$ cat src/rtl/avalon_st_sink_frame_receiver.sv
// Avalon-ST sink: buffers RGB565 frames in a small FIFO and tags each pixel with x/y.
// Optional frame-length checking is compiled in with `define AVST_SINK_FRAME_CHECK_EN.
module avalon_st_sink_frame_receiver #(
  parameter int DATA_W     = 16,
  parameter int FIFO_DEPTH = 4,
  parameter int FRAME_W    = 320,
  parameter int FRAME_H    = 240
) (
  input  logic              clk,
  input  logic              reset,
  output logic              ready_out,
  input  logic              valid_in,
  input  logic [DATA_W-1:0] data_in,
  input  logic              startofpacket_in,
  input  logic              endofpacket_in,
  output logic              valid_reg,
  input  logic              ready_reg,
  output logic [DATA_W-1:0] data_reg,
  output logic [9:0]        x_reg,
  output logic [9:0]        y_reg,
  output logic              startofpacket_reg,
  output logic              endofpacket_reg,
  output logic              frame_done,
  output logic [15:0]       frame_count,
  output logic              err_sop,
  output logic              err_len
);

  localparam int               PTR_W   = (FIFO_DEPTH > 1) ? $clog2(FIFO_DEPTH) : 1;
  localparam int               CNT_W   = PTR_W + 1;
  localparam logic [CNT_W-1:0] DEPTH_C = CNT_W'(FIFO_DEPTH);
  localparam logic [9:0]       X_LAST  = 10'(FRAME_W - 1);
  localparam logic [9:0]       Y_LAST  = 10'(FRAME_H - 1);

  typedef enum logic [0:0] {
    ST_WAIT_SOP = 1'b0,
    ST_IN_FRAME = 1'b1
  } state_t;

  state_t            r_state;
  state_t            w_state_next;
  logic [PTR_W-1:0]  r_wr_ptr;
  logic [PTR_W-1:0]  r_rd_ptr;
  logic [CNT_W-1:0]  r_count;
  logic              r_ready_out;
  logic [9:0]        r_x;
  logic [9:0]        r_y;
  logic              r_valid_reg;
  logic [DATA_W-1:0] r_data_reg;
  logic [9:0]        r_x_reg;
  logic [9:0]        r_y_reg;
  logic              r_sop_reg;
  logic              r_eop_reg;
  logic              r_frame_done;
  logic [15:0]       r_frame_count;
  logic              r_err_sop;

  logic [DATA_W-1:0] r_mem_data [FIFO_DEPTH];
  logic [9:0]        r_mem_x    [FIFO_DEPTH];
  logic [9:0]        r_mem_y    [FIFO_DEPTH];
  logic              r_mem_sop  [FIFO_DEPTH];
  logic              r_mem_eop  [FIFO_DEPTH];

  logic              w_push;
  logic              w_write;
  logic              w_pop;
  logic              w_mid_sop;
  logic [9:0]        w_wr_x;
  logic [9:0]        w_wr_y;
  logic [9:0]        w_x_adv;
  logic [9:0]        w_y_adv;
  logic [PTR_W-1:0]  w_wr_ptr_next;
  logic [PTR_W-1:0]  w_rd_ptr_next;
  logic [CNT_W-1:0]  w_count_next;
  logic              w_head_valid;
  logic [DATA_W-1:0] w_head_data;
  logic [9:0]        w_head_x;
  logic [9:0]        w_head_y;
  logic              w_head_sop;
  logic              w_head_eop;

  // Only framed beats are written; stray beats before an SOP are accepted and dropped.
  assign w_push    = valid_in && r_ready_out;
  assign w_write   = w_push && ((r_state == ST_IN_FRAME) || startofpacket_in);
  assign w_pop     = r_valid_reg && ready_reg;
  assign w_mid_sop = w_push && (r_state == ST_IN_FRAME) && startofpacket_in;
  assign w_wr_x    = startofpacket_in ? 10'd0 : r_x;
  assign w_wr_y    = startofpacket_in ? 10'd0 : r_y;

  // Write-side framing FSM: next state
  always_comb begin
    w_state_next = r_state;
    case (r_state)
      ST_WAIT_SOP: begin
        if (w_push && startofpacket_in && !endofpacket_in) w_state_next = ST_IN_FRAME;
        else                                               w_state_next = ST_WAIT_SOP;
      end
      ST_IN_FRAME: begin
        if (w_push && endofpacket_in) w_state_next = ST_WAIT_SOP;
        else                          w_state_next = ST_IN_FRAME;
      end
      default: w_state_next = ST_WAIT_SOP;
    endcase
  end

  // Coordinate advance from the coordinate given to the beat being written
  always_comb begin
    w_x_adv = w_wr_x + 10'd1;
    w_y_adv = w_wr_y;
    if (w_wr_x >= X_LAST) begin
      w_x_adv = 10'd0;
      if (w_wr_y >= Y_LAST) w_y_adv = Y_LAST;
      else                  w_y_adv = w_wr_y + 10'd1;
    end else begin
      w_x_adv = w_wr_x + 10'd1;
      w_y_adv = w_wr_y;
    end
  end

  // FIFO pointer/occupancy next state
  always_comb begin
    w_wr_ptr_next = w_write ? (r_wr_ptr + PTR_W'(1)) : r_wr_ptr;
    w_rd_ptr_next = w_pop   ? (r_rd_ptr + PTR_W'(1)) : r_rd_ptr;
    case ({w_write, w_pop})
      2'b10:   w_count_next = r_count + CNT_W'(1);
      2'b01:   w_count_next = r_count - CNT_W'(1);
      default: w_count_next = r_count;
    endcase
  end

  // Head after this edge; bypass when the head slot is the one being written now
  always_comb begin
    w_head_valid = 1'b0;
    w_head_data  = {DATA_W{1'b0}};
    w_head_x     = 10'd0;
    w_head_y     = 10'd0;
    w_head_sop   = 1'b0;
    w_head_eop   = 1'b0;
    if (w_count_next != {CNT_W{1'b0}}) begin
      w_head_valid = 1'b1;
      if (w_write && (w_rd_ptr_next == r_wr_ptr)) begin
        w_head_data = data_in;
        w_head_x    = w_wr_x;
        w_head_y    = w_wr_y;
        w_head_sop  = startofpacket_in;
        w_head_eop  = endofpacket_in;
      end else begin
        w_head_data = r_mem_data[w_rd_ptr_next];
        w_head_x    = r_mem_x[w_rd_ptr_next];
        w_head_y    = r_mem_y[w_rd_ptr_next];
        w_head_sop  = r_mem_sop[w_rd_ptr_next];
        w_head_eop  = r_mem_eop[w_rd_ptr_next];
      end
    end else begin
      w_head_valid = 1'b0;
    end
  end

  // FIFO storage; contents need no reset since pointers define validity
  always_ff @(posedge clk) begin
    if (w_write) begin
      r_mem_data[r_wr_ptr] <= data_in;
      r_mem_x[r_wr_ptr]    <= w_wr_x;
      r_mem_y[r_wr_ptr]    <= w_wr_y;
      r_mem_sop[r_wr_ptr]  <= startofpacket_in;
      r_mem_eop[r_wr_ptr]  <= endofpacket_in;
    end
  end

  // Control state, counters and registered outputs
  always_ff @(posedge clk) begin
    if (reset) begin
      r_state       <= ST_WAIT_SOP;
      r_wr_ptr      <= {PTR_W{1'b0}};
      r_rd_ptr      <= {PTR_W{1'b0}};
      r_count       <= {CNT_W{1'b0}};
      r_ready_out   <= 1'b0;
      r_x           <= 10'd0;
      r_y           <= 10'd0;
      r_valid_reg   <= 1'b0;
      r_data_reg    <= {DATA_W{1'b0}};
      r_x_reg       <= 10'd0;
      r_y_reg       <= 10'd0;
      r_sop_reg     <= 1'b0;
      r_eop_reg     <= 1'b0;
      r_frame_done  <= 1'b0;
      r_frame_count <= 16'd0;
      r_err_sop     <= 1'b0;
    end else begin
      r_state     <= w_state_next;
      r_wr_ptr    <= w_wr_ptr_next;
      r_rd_ptr    <= w_rd_ptr_next;
      r_count     <= w_count_next;
      r_ready_out <= (w_count_next < DEPTH_C);
      if (w_write) begin
        r_x <= w_x_adv;
        r_y <= w_y_adv;
      end
      r_valid_reg  <= w_head_valid;
      r_data_reg   <= w_head_data;
      r_x_reg      <= w_head_x;
      r_y_reg      <= w_head_y;
      r_sop_reg    <= w_head_sop;
      r_eop_reg    <= w_head_eop;
      r_frame_done <= w_pop && r_eop_reg;
      if (w_pop && r_eop_reg) r_frame_count <= r_frame_count + 16'd1;
      r_err_sop    <= w_mid_sop;
    end
  end

`ifdef AVST_SINK_FRAME_CHECK_EN
  localparam logic [16:0] FRAME_BEATS = 17'(FRAME_W * FRAME_H);

  logic [16:0] r_beat_cnt;
  logic [16:0] w_beat_cnt_wr;
  logic        r_err_len;

  assign w_beat_cnt_wr = startofpacket_in ? 17'd1 : (r_beat_cnt + 17'd1);

  // Per-frame beat count; truncated or wrong-length frames latch err_len
  always_ff @(posedge clk) begin
    if (reset) begin
      r_beat_cnt <= 17'd0;
      r_err_len  <= 1'b0;
    end else begin
      if (w_write) r_beat_cnt <= w_beat_cnt_wr;
      if (w_mid_sop || (w_write && endofpacket_in && (w_beat_cnt_wr != FRAME_BEATS)))
        r_err_len <= 1'b1;
    end
  end

  assign err_len = r_err_len;
`else
  assign err_len = 1'b0;
`endif

  assign ready_out         = r_ready_out;
  assign valid_reg         = r_valid_reg;
  assign data_reg          = r_data_reg;
  assign x_reg             = r_x_reg;
  assign y_reg             = r_y_reg;
  assign startofpacket_reg = r_sop_reg;
  assign endofpacket_reg   = r_eop_reg;
  assign frame_done        = r_frame_done;
  assign frame_count       = r_frame_count;
  assign err_sop           = r_err_sop;

endmodule

$ cat config.mk
export PLATFORM = sky130hd
export DESIGN_NAME = avalon_st_sink_frame_receiver
export DESIGN_NICKNAME = d
export VERILOG_FILES = /design/src/rtl/avalon_st_sink_frame_receiver.sv
export SDC_FILE = /design/constraint.sdc
export NUM_CORES = 1
export LEC_CHECK = 0
export ABC_CLOCK_PERIOD_IN_PS = 3650
export BUFFER_PORTS_ARGS = -buffer_cell sky130_fd_sc_hd__buf_2
export CORE_AREA = 2 2 184 186
export CTS_BUF_LIST = sky130_fd_sc_hd__clkbuf_8
export DETAILED_ROUTE_END_ITERATION = 8
export DIE_AREA = 0 0 186 188
export SYNTH_ARGS = -nofsm -noshare
export SYNTH_HDL_FRONTEND = slang
export SYNTH_SLANG_ARGS = --single-unit
$ cat constraint.sdc
create_clock -name clk -period 3.65 [get_ports clk]
set_input_delay 0.73 -clock clk [delete_from_list [all_inputs] [get_ports clk]]
set_output_delay 0.73 -clock clk [all_outputs]
set_load 0.03 [all_outputs]
==> results of run 1 <==
==> critical path, stage by stage, from the launching register on <==
cell and delay [ns]:
sky130_fd_sc_hd__dfxtp_2 0.56, sky130_fd_sc_hd__buf_4 0.51, sky130_fd_sc_hd__nand3_1 0.17, sky130_fd_sc_hd__a221o_4 0.84, sky130_fd_sc_hd__nor2_1 0.29, sky130_fd_sc_hd__a211oi_2 0.07
==> per-stage QoR <==
| step | hold WS, ns | total power (uW) | utilization | setup slack, ns |
|---|---|---|---|---|
| detailed placement | 0.458 | 4160 | 0.363 | 0.509 |
| finish | 0.421 | 6400 | 0.387 | 0.999 |
| global placement | 0.450 | 4150 | 0.363 | 0.561 |
| global route | 0.395 | 6690 | 0.387 | 0.783 |
| floorplan | 0.436 | 3890 | - | 0.221 |
| CTS | 0.384 | 6510 | 0.387 | 0.953 |
==> layout make-up <==
class | count | area (sq um) | share of cell area
timing repair buffer | 99 | 621 | 0.0484
inverter | 13 | 51.3 | 0.00400
clock buffer | 46 | 633 | 0.0494
tap | 448 | 561 | 0.0437
sequential | 238 | 6290 | 0.491
multi-input combinational | 503 | 4500 | 0.351
clock inverter | 29 | 159 | 0.0124
==> where the power goes <==
part           internal [uW]  switching, uW
logic                    424            627
registers               2960           65.7
clock network           1240           1080
==> placed cells by master, fill, tap and decap left out, types with 5 or more instances in the layout <==
cell	n
sky130_fd_sc_hd__nand2_1	28
sky130_fd_sc_hd__buf_2	79
sky130_fd_sc_hd__a211oi_2	30
sky130_fd_sc_hd__clkinv_2	6
sky130_fd_sc_hd__dfxtp_1	84
sky130_fd_sc_hd__mux2i_1	152
sky130_fd_sc_hd__nand3_1	11
sky130_fd_sc_hd__clkinv_1	6
sky130_fd_sc_hd__edfxtp_1	152
sky130_fd_sc_hd__a211oi_1	12
sky130_fd_sc_hd__buf_4	14
sky130_fd_sc_hd__nor4_1	6
sky130_fd_sc_hd__buf_12	6
sky130_fd_sc_hd__nor3_1	6
sky130_fd_sc_hd__inv_1	24
sky130_fd_sc_hd__mux4_2	38
sky130_fd_sc_hd__or3_1	5
sky130_fd_sc_hd__o21ai_0	6
sky130_fd_sc_hd__clkbuf_8	46
sky130_fd_sc_hd__xor2_1	17
sky130_fd_sc_hd__a21oi_1	17
sky130_fd_sc_hd__nor2b_1	19
sky130_fd_sc_hd__nor2_1	73
sky130_fd_sc_hd__ha_1	8
==> layer usage <==
metal  part of all wire  GRT usage  wire (um)  vias up
li1                   -          -          -     3250
met1               0.47      0.183      11000     3311
met2               0.47      0.224      10900      141
met3              0.045     0.0285       1070       35
met4              0.019     0.0400        443        0
met5                  0          0          0        -
==> cells by family (layout without fill, tap and decap cells) <==
family | count (synthesis) | count (layout) | share of synthesized area
adders and majority gates | 9 | 9 | 0.0108
other | 1 | 1 | 0.000337
AOI/OAI and AO/OA | 98 | 98 | 0.0789
and+or+nand+nor | 183 | 183 | 0.0809
xor gates and xnor gates | 21 | 21 | 0.0165
muxes | 191 | 191 | 0.215
buffers and inverters | 64 | 187 | 0.0326
DFF | 238 | 238 | 0.565
==> worst min-delay path by stage <==
stage                        start                     endpoint  slack [ns]  cells after the start
2_1_floorplan  r_y[8]$_SDFFE_PP0P_          r_y[8]$_SDFFE_PP0P_        0.44                      2
3_3_place_gp   r_y[9]$_SDFFE_PP0P_          r_y[9]$_SDFFE_PP0P_        0.45                      2
3_5_place_dp   r_y[9]$_SDFFE_PP0P_          r_y[9]$_SDFFE_PP0P_        0.46                      2
4_1_cts                data_in[13]  r_mem_data[0][13]$_DFFE_PP_        0.38                      1
5_1_grt                 data_in[8]   r_mem_data[1][8]$_DFFE_PP_        0.40                      1
6_report               data_in[13]  r_mem_data[0][13]$_DFFE_PP_        0.42                      1
==> PnR_summary.wiki, run 1 <==
{| class="wikitable"
! Metric !! Value
|-
| Asr flop ratio synth || 0
|-
| Timing startpoint of the critical path || r_rd_ptr[0]$_SDFF_PP0_
|-
| Register containing the most flip-flops in the final layout || r_mem_data
|-
| Max transition margin || 0.272
|-
| Largest cells by area after synthesis || sky130_fd_sc_hd__edfxtp_1 (41%), sky130_fd_sc_hd__dfxtp_1 (15%), sky130_fd_sc_hd__mux2i_1 (14%)
|-
| Worst reg2reg path endpoint || y_reg[9]$_SDFF_PP0_
|-
| Sequential-to-total area share from yosys stat || 0.565
|-
| TritonCTS Sinks || approximately 240
|-
| Total power density per cell area || 499 mW/mm^2
|-
| Root Buffer || sky130_fd_sc_hd__clkbuf_8
|-
| Number of buffers on the longest clock path || 3
|-
| Final Hold Fails || 0
|-
| Number of nets in the finished design || 927
|-
| Area delta synth->final || 15.2%
|-
| Post-synthesis cell count || roughly 800
|-
| Classification of the worst-slack hold path || in2reg
|-
| Area leader, netlist || sky130_fd_sc_hd__edfxtp_1
|-
| Number of CTS-inserted buffers || 41
|-
| Initial antenna violation count || 0
|-
| Leakage component of the power || 0.00515 uW
|-
| Boundary pin count || about 80
|-
| Die boundary width || around 190 um
|-
| Sum of overflow across all layers after global routing || 0
|-
| Crit path max fanout || 76
|-
| Area fraction of the dominant cell type after synthesis || 0.410
|-
| Placed Instances || 1,301
|-
| 1st-pass router iterations || 5
|-
| Insertion delay to the later sink of the worst-skew pair || 0.54 ns
|-
| Data arrival time of the critical path || 3.02 ns
|-
| Number of H-tree branching levels || 2
|-
| Share of post-route cells with drive strength above 1 || 0.264
|-
| Commonest cells post-synth || sky130_fd_sc_hd__edfxtp_1 (152), sky130_fd_sc_hd__mux2i_1 (152), sky130_fd_sc_hd__dfxtp_1 (86)
|-
| Quantity of I/O buffers inserted on ports || 79
|-
| Hold buffer count at CTS || 0
|-
| Kind of launch point of the worst setup path || flip-flop
|-
| Clock Pin Slew Worst Setup and Hold Paths || 0.06 ns
|-
| Diode count || 0
|-
| Antenna-violating nets left || 0
|-
| Final setup viols || 0
|-
| Routability cong. || roughly 0.8
|-
| Maximum ir drop on the vdd rail || between 0.2 and 0.25 mV
|-
| Dpl cell area || between 0.01 and 0.015 sq mm
|-
| Post-DP HPWL || approximately 14 mm
|-
| Primary flip-flop cell chosen by synthesis mapping || sky130_fd_sc_hd__edfxtp_1
|-
| Final cycle utilization of the critical path || 0.726
|-
| Number of max-capacitance violations reported || 0
|-
| Summed instance area of the synthesized netlist || 0.0111 sq mm
|-
| Number of placement rows || 67
|-
| Number of post-CTS setup repair buffers || 0
|-
| Final cell count without fillers || 1,376
|-
| Final setup skew || 0.0281 ns
|-
| Die height || 188 um
|-
| DRC violations left || 0
|-
| Sum of negative setup slack || 0 ns
|-
| Vias after detailed routing || 6,737
|-
| Full die area || 0.0350 sq mm
|-
| Initial core utilization || 0.336
|-
| Count of flip-flops with a built-in enable after synthesis || ~150
|-
| Number of cell instances on the worst register-to-register path || 5
|-
| Resize count post-CTS || 0
|-
| Via count of the first global-routing pass || 6,915
|-
| Synth cell types || 69
|-
| Worst setup EP type || flip-flop
|-
| GRT Total Usage || 0.137
|-
| Setup repair after global routing missed its margin || false
|-
| Register-to-Register Setup Slack || 1.0 ns
|-
| Biggest registers after layout || r_mem_data (64), r_mem_x (40), r_mem_y (40)
|-
| Average wire length per cell after detail routing || around 17 um
|-
| Number of filler instances in the final layout || 3,159
|-
| Shortest clock period the worst path allows after layout || 2.65 ns
|-
| Maximum number of pins on one net before global-route repair || 115
|-
| Status || complete, no violations
|-
| TritonCTS clock tree || built
|-
| Worst setup endpoint || y_reg[9]$_SDFF_PP0_
|-
| Syn_nets || 836
|-
| Critical path start-end classification || reg2reg
|-
| DRT iter0 DRCs || 422
|-
| Area of the core || ~0.033 sq mm
|-
| Pin slew with the least headroom to its limit || 1.09 ns
|-
| Number of vias per cell after detailed routing || 4.90
|-
| Number of storage elements in the synthesis netlist || 238
|-
| Flip-flop count of the largest register after layout || 64
|-
| Final cell area excluding filler cells || 0.0128 sq mm
|-
| Mean area per synthesized cell || ~14 sq um
|-
| Upper clock frequency limit || 0.377 GHz
|-
| Data required time of the worst path || 4.02 ns
|-
| First-pass GRT wire length || 37.4 mm
|-
| Total detailed-routing wirelength || 23.5 mm
|-
| Worst reg2reg startpoint || r_rd_ptr[0]$_SDFF_PP0_
|-
| Max-slew violation count || 0
|-
| Yosys warns || 0
|}
No activity file was read; power rests on OpenSTA's default activity.
==> run 2, diff against run 1 <==
--- a/config.mk
+++ b/config.mk
@@ -5,7 +5,7 @@
 export SDC_FILE = /design/constraint.sdc
 export NUM_CORES = 1
 export LEC_CHECK = 0
-export ABC_CLOCK_PERIOD_IN_PS = 3650
+export ABC_CLOCK_PERIOD_IN_PS = 2400
 export BUFFER_PORTS_ARGS = -buffer_cell sky130_fd_sc_hd__buf_2
 export CORE_AREA = 2 2 184 186
 export CTS_BUF_LIST = sky130_fd_sc_hd__clkbuf_8
==> constraint.sdc (replaced) <==
create_clock -name clk -period 2.4 [get_ports clk]
set_input_delay 0.48 -clock clk [delete_from_list [all_inputs] [get_ports clk]]
set_output_delay 0.48 -clock clk [all_outputs]
set_load 0.03 [all_outputs]
==> run 2 against run 1 <==
Net effect:
- first-iteration DRC count fell by 30%
- via count is 3.4% higher
- critical path type unchanged
- clock power grew 76%
- utilization rose by 1.8 points
- combinational power grew 66%
- critical path depth rose by 7
- cell count up 3.0%
- cell area increased by 4.7%
==> PnR_summary.wiki, run 2 (same netlist as run 1, synthesis figures left out) <==
{| class="wikitable"
! Metric !! Value
|-
| Status || complete, no violations
|-
| Diode count || 0
|-
| Number of buffers on the longest clock path || 3
|-
| Worst setup timing slack at the placement stage || -0.170 ns
|-
| Global-route track usage on met3 || 0.0285
|-
| Max transition margin || 0.539
|-
| Maximum ir drop on the vdd rail || about 0.40 mV
|-
| Shortest clock period the worst path allows after layout || approximately 2.3 ns
|-
| Post-DP HPWL || 15.4 mm
|-
| Int Pwr || roughly 7700 uW
|-
| Upper clock frequency limit || 0.434 GHz
|-
| Vias after detailed routing || 6,965
|-
| Sum of overflow across all layers after global routing || 0
|-
| Leakage component of the power || 0.00545 uW
|-
| Worst setup EP type || flip-flop
|-
| Number of placement rows || 67
|-
| Worst reg2reg path endpoint || x_reg[8]$_SDFF_PP0_
|-
| Max-slew violation count || 0
|-
| Worst-path cell with the longest stage delay || sky130_fd_sc_hd__fa_2
|-
| Final cycle utilization of the critical path || 0.961
|-
| Final Hold Fails || 0
|-
| DRC violations left || 0
|-
| Routability cong. || 0.774
|-
| Insertion delay to the later sink of the worst-skew pair || 0.55 ns
|-
| Area of the core || approximately 0.033 sq mm
|-
| First-pass GRT wire length || 38.6 mm
|-
| Final critical-path setup slack || 0.0933 ns
|-
| Final setup skew || 0.0239 ns
|-
| Boundary pin count || 81
|-
| Worst reg2reg startpoint || ready_out$_SDFF_PP0_
|-
| Initial core utilization || 0.336
|-
| Root Buffer || sky130_fd_sc_hd__clkbuf_8
|-
| Data arrival time of the critical path || 2.76 ns
|-
| DRT iter0 DRCs || 297
|-
| Sequential Power Share || 0.441
|-
| Register containing the most flip-flops in the final layout || r_mem_data
|-
| Via count of the first global-routing pass || between 7,000 and 8,000
|-
| Antenna-violating nets left || 0
|-
| Met1 layer usage reported by global route || 0.186
|-
| Clock Pin Slew Worst Setup and Hold Paths || about 0.06 ns
|-
| Average wire length per cell after detail routing || approximately 17 um
|-
| Register-to-Register Setup Slack || 0.09 ns
|-
| Final setup viols || 0
|-
| Resize count post-CTS || 0
|-
| Met2 usage in global routing || 0.234
|-
| Quantity of I/O buffers inserted on ports || 79
|-
| Biggest registers after layout || r_mem_data (64), r_mem_x (40), r_mem_y (40)
|-
| Initial antenna violation count || 1
|-
| Data required time of the worst path || 2.85 ns
|-
| Dpl cell area || ~0.012 sq mm
|-
| Total detailed-routing wirelength || 24.3 mm
|-
| Number of max-capacitance violations reported || 0
|-
| Classification of the worst-slack hold path || in2reg
|-
| Share of the core filled with cells || 0.405
|-
| Commonest cells after routing, fill and taps aside || sky130_fd_sc_hd__mux2i_1 (152), sky130_fd_sc_hd__edfxtp_1 (152), sky130_fd_sc_hd__dfxtp_1 (84)
|-
| Kind of launch point of the worst setup path || flip-flop
|-
| Number of H-tree branching levels || 2
|-
| Hold Startpoint || data_in[4]
|-
| GRT Total Usage || 0.142
|-
| Number of vias per cell after detailed routing || 4.92
|-
| Full die area || 0.0350 sq mm
|-
| GR peak layer || met2
|-
| Crit-path cells || and2_4 > o21a_1 > inv_6 > ha_4 > inv_2 > fa_2 > xor2_1 > nor2_1 > xnor2_1 > a21o_2 > buf_12 > a211oi_1
|-
| Area delta synth->final || 20.6%
|-
| Final cell area excluding filler cells || 0.0134 sq mm
|-
| Total net switching power || between 2000 and 3000 uW
|-
| Combinational share of power || 0.167
|-
| Number of post-CTS setup repair buffers || 0
|-
| Crit path max fanout || 27
|-
| Switch share || 0.265
|-
| Number of cell instances on the worst register-to-register path || 12
|-
| TritonCTS Sinks || approximately 240
|-
| Number of CTS-inserted buffers || 42
|-
| Crit path buffers/inverters || 3
|-
| Pin slew with the least headroom to its limit || roughly 0.7 ns
|-
| Worst hold path endpoint || r_mem_data[1][4]$_DFFE_PP_
|-
| Flip-flop count of the largest register after layout || 64
|-
| Die height || around 190 um
|-
| 1st-pass router iterations || 8
|-
| Critical path start-end classification || reg2reg
|-
| Total power density per cell area || about 780 mW/mm^2
|-
| Share of post-route cells with drive strength above 1 || 0.315
|-
| Number of nets in the finished design || 966
|-
| Setup repair after global routing missed its margin || false
|-
| TritonCTS clock tree || built
|-
| Die boundary width || 186 um
|-
| Hold buffer count at CTS || 0
|-
| Family with the most delay on the worst path || compound AO/OA/AOI/OAI gates
|-
| Biggest cell delay along the critical path || 0.32 ns
|-
| Maximum number of pins on one net before global-route repair || 55
|-
| Clock Power Share || 0.392
|-
| Number of stages on the worst hold path || 1
|}
run 2: cell count changes in the layout (fill, tap and decap cells not counted), sizes merged:
cell	change
bufinv	+2
clkinvlp	-1
clkbuf	+10
clkinv	-5
inv	-3
buf	+38
run 2: per-stage QoR:
step                      total power (uW)  std cells  hold WS, ns  setup TNS, ns
after floorplan                       5970        805        0.436          -9.61
after global placement                6420       1339        0.448          -4.08
after detailed placement              6440       1339        0.454          -5.22
after CTS                            10600       1417        0.119              0
after global routing                 10900       1417        0.130              0
final                                10400       1417        0.159              0
run 2: area by class of cell:
| type | instances | area [sq um] |
|---|---|---|
| Sequential cell | 238 | 6290 |
| Timing Repair Buffer | 137 | 1020 |
| Inverter | 13 | 53.8 |
| Tap cell | 448 | 561 |
| Multi-Input combinational cell | 503 | 4540 |
| Clock inverter | 22 | 180 |
| Fill cell | 3093 | 19700 |
| Clock buffer | 56 | 771 |
run 2: worst max path at each step:
stage	from	to	slack [ns]	cells after the start
final	ready_out$_SDFF_PP0_	x_reg[8]$_SDFF_PP0_	0.09	12
after global routing	ready_out$_SDFF_PP0_	x_reg[8]$_SDFF_PP0_	0.002	12
after CTS	ready_out$_SDFF_PP0_	y_reg[0]$_SDFF_PP0_	0.12	12
after detailed placement	valid_in	x_reg[8]$_SDFF_PP0_	-0.17	13
after global placement	valid_in	x_reg[8]$_SDFF_PP0_	-0.15	13
after floorplan	valid_in	startofpacket_reg$_SDFF_PP0_	-0.31	16
run 2: per-layer routing:
| metal | vias to the layer above | routed length, um | part of all wire |
|---|---|---|---|
| met2 | 159 | 11600 | 0.48 |
| met1 | 3429 | 11000 | 0.45 |
| met4 | 2 | 506 | 0.021 |
| met3 | 45 | 1140 | 0.047 |
| li1 | 3330 | - | - |
| met5 | - | 11 | 0.00045 |
run 2: power by group through the flow:
stage	logic (uW)	registers [uW]	clock network (uW)
2_1_floorplan	1080	4890	0
3_3_place_gp	1730	4690	0
3_5_place_dp	1760	4690	0
4_1_cts	1760	4600	4210
5_1_grt	1870	4610	4400
6_report	1740	4600	4080
run 2: worst reg2reg max path, stage by stage, from the launching register on:
cell and delay (ns):
sky130_fd_sc_hd__dfxtp_1 0.31, sky130_fd_sc_hd__and2_4 0.13, sky130_fd_sc_hd__o21a_1 0.14, sky130_fd_sc_hd__inv_6 0.07, sky130_fd_sc_hd__ha_4 0.12, sky130_fd_sc_hd__inv_2 0.03
sky130_fd_sc_hd__fa_2 0.33, sky130_fd_sc_hd__xor2_1 0.14, sky130_fd_sc_hd__nor2_1 0.15, sky130_fd_sc_hd__xnor2_1 0.12, sky130_fd_sc_hd__a21o_2 0.27, sky130_fd_sc_hd__buf_12 0.19
sky130_fd_sc_hd__a211oi_1 0.21
==> run 3, diff against run 2 <==
--- a/config.mk
+++ b/config.mk
@@ -11,6 +11,7 @@
 export CTS_BUF_LIST = sky130_fd_sc_hd__clkbuf_8
 export DETAILED_ROUTE_END_ITERATION = 8
 export DIE_AREA = 0 0 186 188
+export MAX_ROUTING_LAYER = met4
 export SYNTH_ARGS = -nofsm -noshare
 export SYNTH_HDL_FRONTEND = slang
 export SYNTH_SLANG_ARGS = --single-unit
==> run 3 against run 2 <==
Net effect:
- sequential share of layout area hardly changed
- first-iteration DRC count is 13% higher
- critical path depth stayed put
- maximum frequency is 0.40% higher
==> PnR_summary.wiki, run 3 (same netlist as run 1, synthesis figures left out) <==
{| class="wikitable"
! Metric !! Value
|-
| Pin slew with the least headroom to its limit || 0.696 ns
|-
| Kind of launch point of the worst setup path || flip-flop
|-
| Sum of overflow across all layers after global routing || 0
|-
| Number of max-capacitance violations reported || 0
|-
| Crit-path cells || and2_4 > o21a_1 > inv_6 > ha_4 > inv_2 > fa_2 > xor2_1 > nor2_1 > xnor2_1 > a21o_2 > buf_12 > a211oi_1
|-
| Die boundary width || roughly 190 um
|-
| Crit path max fanout || 27
|-
| Combinational share of power || 0.167
|-
| Share of post-route cells with drive strength above 1 || 0.315
|-
| Data arrival time of the critical path || 2.75 ns
|-
| Register containing the most flip-flops in the final layout || r_mem_data
|-
| Family with the most delay on the worst path || compound AO/OA/AOI/OAI gates
|-
| Number of CTS-inserted buffers || 42
|-
| Maximum ir drop on the vdd rail || 0.400 mV
|-
| Number of buffers on the longest clock path || 3
|-
| Via count of the first global-routing pass || 7,127
|-
| Global-route track usage on met3 || 0.0280
|-
| Total net switching power || 2760 uW
|-
| Biggest cell delay along the critical path || around 0.32 ns
|-
| Leakage component of the power || 0.00545 uW
|-
| Number of nets in the finished design || 966
|-
| Int Pwr || 7660 uW
|-
| Max transition margin || 0.536
|-
| First-pass GRT wire length || 38.5 mm
|-
| Setup repair after global routing missed its margin || false
|-
| Vias after detailed routing || between 6,000 and 7,000
|-
| Biggest registers after layout || r_mem_data (64), r_mem_x (40), r_mem_y (40)
|-
| Hold buffer count at CTS || 0
|-
| Final setup skew || approximately 0.024 ns
|-
| Sum of negative setup slack || 0 ns
|-
| Number of post-CTS setup repair buffers || 0
|-
| Quantity of I/O buffers inserted on ports || 79
|-
| Crit path buffers/inverters || 3
|-
| Average wire length per cell after detail routing || 17.1 um
|-
| GR peak layer || met2
|-
| Final Hold Fails || 0
|-
| Number of vias per cell after detailed routing || 4.93
|-
| Sequential Power Share || 0.441
|-
| Flip-flop count of the largest register after layout || 64
|-
| Area delta synth->final || 20.6%
|-
| Classification of the worst-slack hold path || in2reg
|-
| Maximum number of pins on one net before global-route repair || 55
|-
| Boundary pin count || between 80 and 90
|-
| Data required time of the worst path || 2.86 ns
|-
| Insertion delay to the later sink of the worst-skew pair || 0.55 ns
|-
| Max-slew violation count || 0
|-
| Routability cong. || 0.785
|-
| Worst setup EP type || flip-flop
|-
| Number of placement rows || 67
|-
| Post-DP HPWL || 15.4 mm
|-
| Final setup viols || 0
|-
| Worst slack on hold paths || 0.157 ns
|-
| Switch share || 0.265
|-
| Met2 usage in global routing || 0.234
|-
| DRT iter0 DRCs || approximately 340
|-
| Met1 layer usage reported by global route || 0.187
|-
| Worst-path cell with the longest stage delay || sky130_fd_sc_hd__fa_2
|-
| Number of H-tree branching levels || 2
|-
| DRC violations left || 0
|-
| Upper clock frequency limit || 0.435 GHz
|-
| 1st-pass router iterations || 4
|-
| Total power density per cell area || a little under 800 mW/mm^2
|-
| Final cycle utilization of the critical path || 0.957
|-
| Shortest clock period the worst path allows after layout || 2.30 ns
|-
| Clock Pin Slew Worst Setup and Hold Paths || roughly 0.06 ns
|-
| Critical path start-end classification || reg2reg
|-
| Root Buffer || sky130_fd_sc_hd__clkbuf_8
|-
| Die height || 188 um
|-
| Status || complete, no violations
|-
| Commonest cells after routing, fill and taps aside || sky130_fd_sc_hd__mux2i_1 (152), sky130_fd_sc_hd__edfxtp_1 (152), sky130_fd_sc_hd__dfxtp_1 (84)
|-
| GRT Total Usage || 0.146
|-
| Initial antenna violation count || 1
|-
| Clock Power Share || 0.392
|-
| Area of the core || 0.0331 sq mm
|-
| TritonCTS clock tree || built
|-
| Antenna-violating nets left || 0
|-
| Full die area || around 0.035 sq mm
|-
| TritonCTS Sinks || 238
|-
| Initial core utilization || 0.336
|-
| Total detailed-routing wirelength || 24.3 mm
|}
-- run 3: final cells by class --
type                            instances  area [sq um]
Fill cell                            3094         19700
Sequential cell                       238          6290
Multi-Input combinational cell        503          4540
Timing Repair Buffer                  137          1020
Clock buffer                           56           771
Tap cell                              448           561
Clock inverter                         22           180
Inverter                               13          53.8
Antenna cell                            1          2.50
-- run 3: power by group through the flow --
stage / clock network (uW) / logic [uW] / registers [uW]
final: 4090 / 1740 / 4600
after global placement: 0 / 1730 / 4690
after floorplan: 0 / 1080 / 4890
after global routing: 4400 / 1870 / 4610
after detailed placement: 0 / 1760 / 4690
after CTS: 4210 / 1760 / 4600
-- run 3: worst reg2reg max path: stages (launching register included) --
cell                       delay (ns)
sky130_fd_sc_hd__dfxtp_1         0.31
sky130_fd_sc_hd__and2_4          0.13
sky130_fd_sc_hd__o21a_1          0.14
sky130_fd_sc_hd__inv_6           0.07
sky130_fd_sc_hd__ha_4            0.12
sky130_fd_sc_hd__inv_2           0.03
sky130_fd_sc_hd__fa_2            0.33
sky130_fd_sc_hd__xor2_1          0.14
sky130_fd_sc_hd__nor2_1          0.15
sky130_fd_sc_hd__xnor2_1         0.12
sky130_fd_sc_hd__a21o_2          0.27
sky130_fd_sc_hd__buf_12          0.20
sky130_fd_sc_hd__a211oi_1        0.20
-- run 3: worst paths after layout --
kind / start / to / slack (ns) / cells past startpoint
worst max-delay path: ready_out$_SDFF_PP0_ / x_reg[8]$_SDFF_PP0_ / 0.10 / 12
worst min-delay path: data_in[4] / r_mem_data[1][4]$_DFFE_PP_ / 0.16 / 1
worst min register to register: r_y[9]$_SDFFE_PP0P_ / r_y[9]$_SDFFE_PP0P_ / 0.46 / 2
worst max register to register: ready_out$_SDFF_PP0_ / x_reg[8]$_SDFF_PP0_ / 0.10 / 12
-- run 3: what timing repair did --
item,4_1_cts,5_1_grt
endpoints found under the hold margin,0,0
setup endpoints to repair,0,2
gates resized for setup,0,2
-- run 3: metal layers --
metal  vias up  share of wire
li1       3335              -
met1      3438           0.46
met2       164           0.48
met3        50          0.047
met4         0          0.020
met5         -              0
-- run 3: stage by stage --
| step | setup slack, ns | total power [uW] | std cells | instance area, sq um | util |
|---|---|---|---|---|---|
| 2_1_floorplan | -0.308 | 5970 | 805 | 11200 | - |
| 3_3_place_gp | -0.145 | 6420 | 1339 | 12500 | 0.376 |
| 3_5_place_dp | -0.170 | 6440 | 1339 | 12500 | 0.376 |
| 4_1_cts | 0.115 | 10600 | 1417 | 13400 | 0.405 |
| 5_1_grt | 0.00181 | 10900 | 1418 | 13400 | 0.405 |
| 6_report | 0.102 | 10400 | 1418 | 13400 | 0.405 |
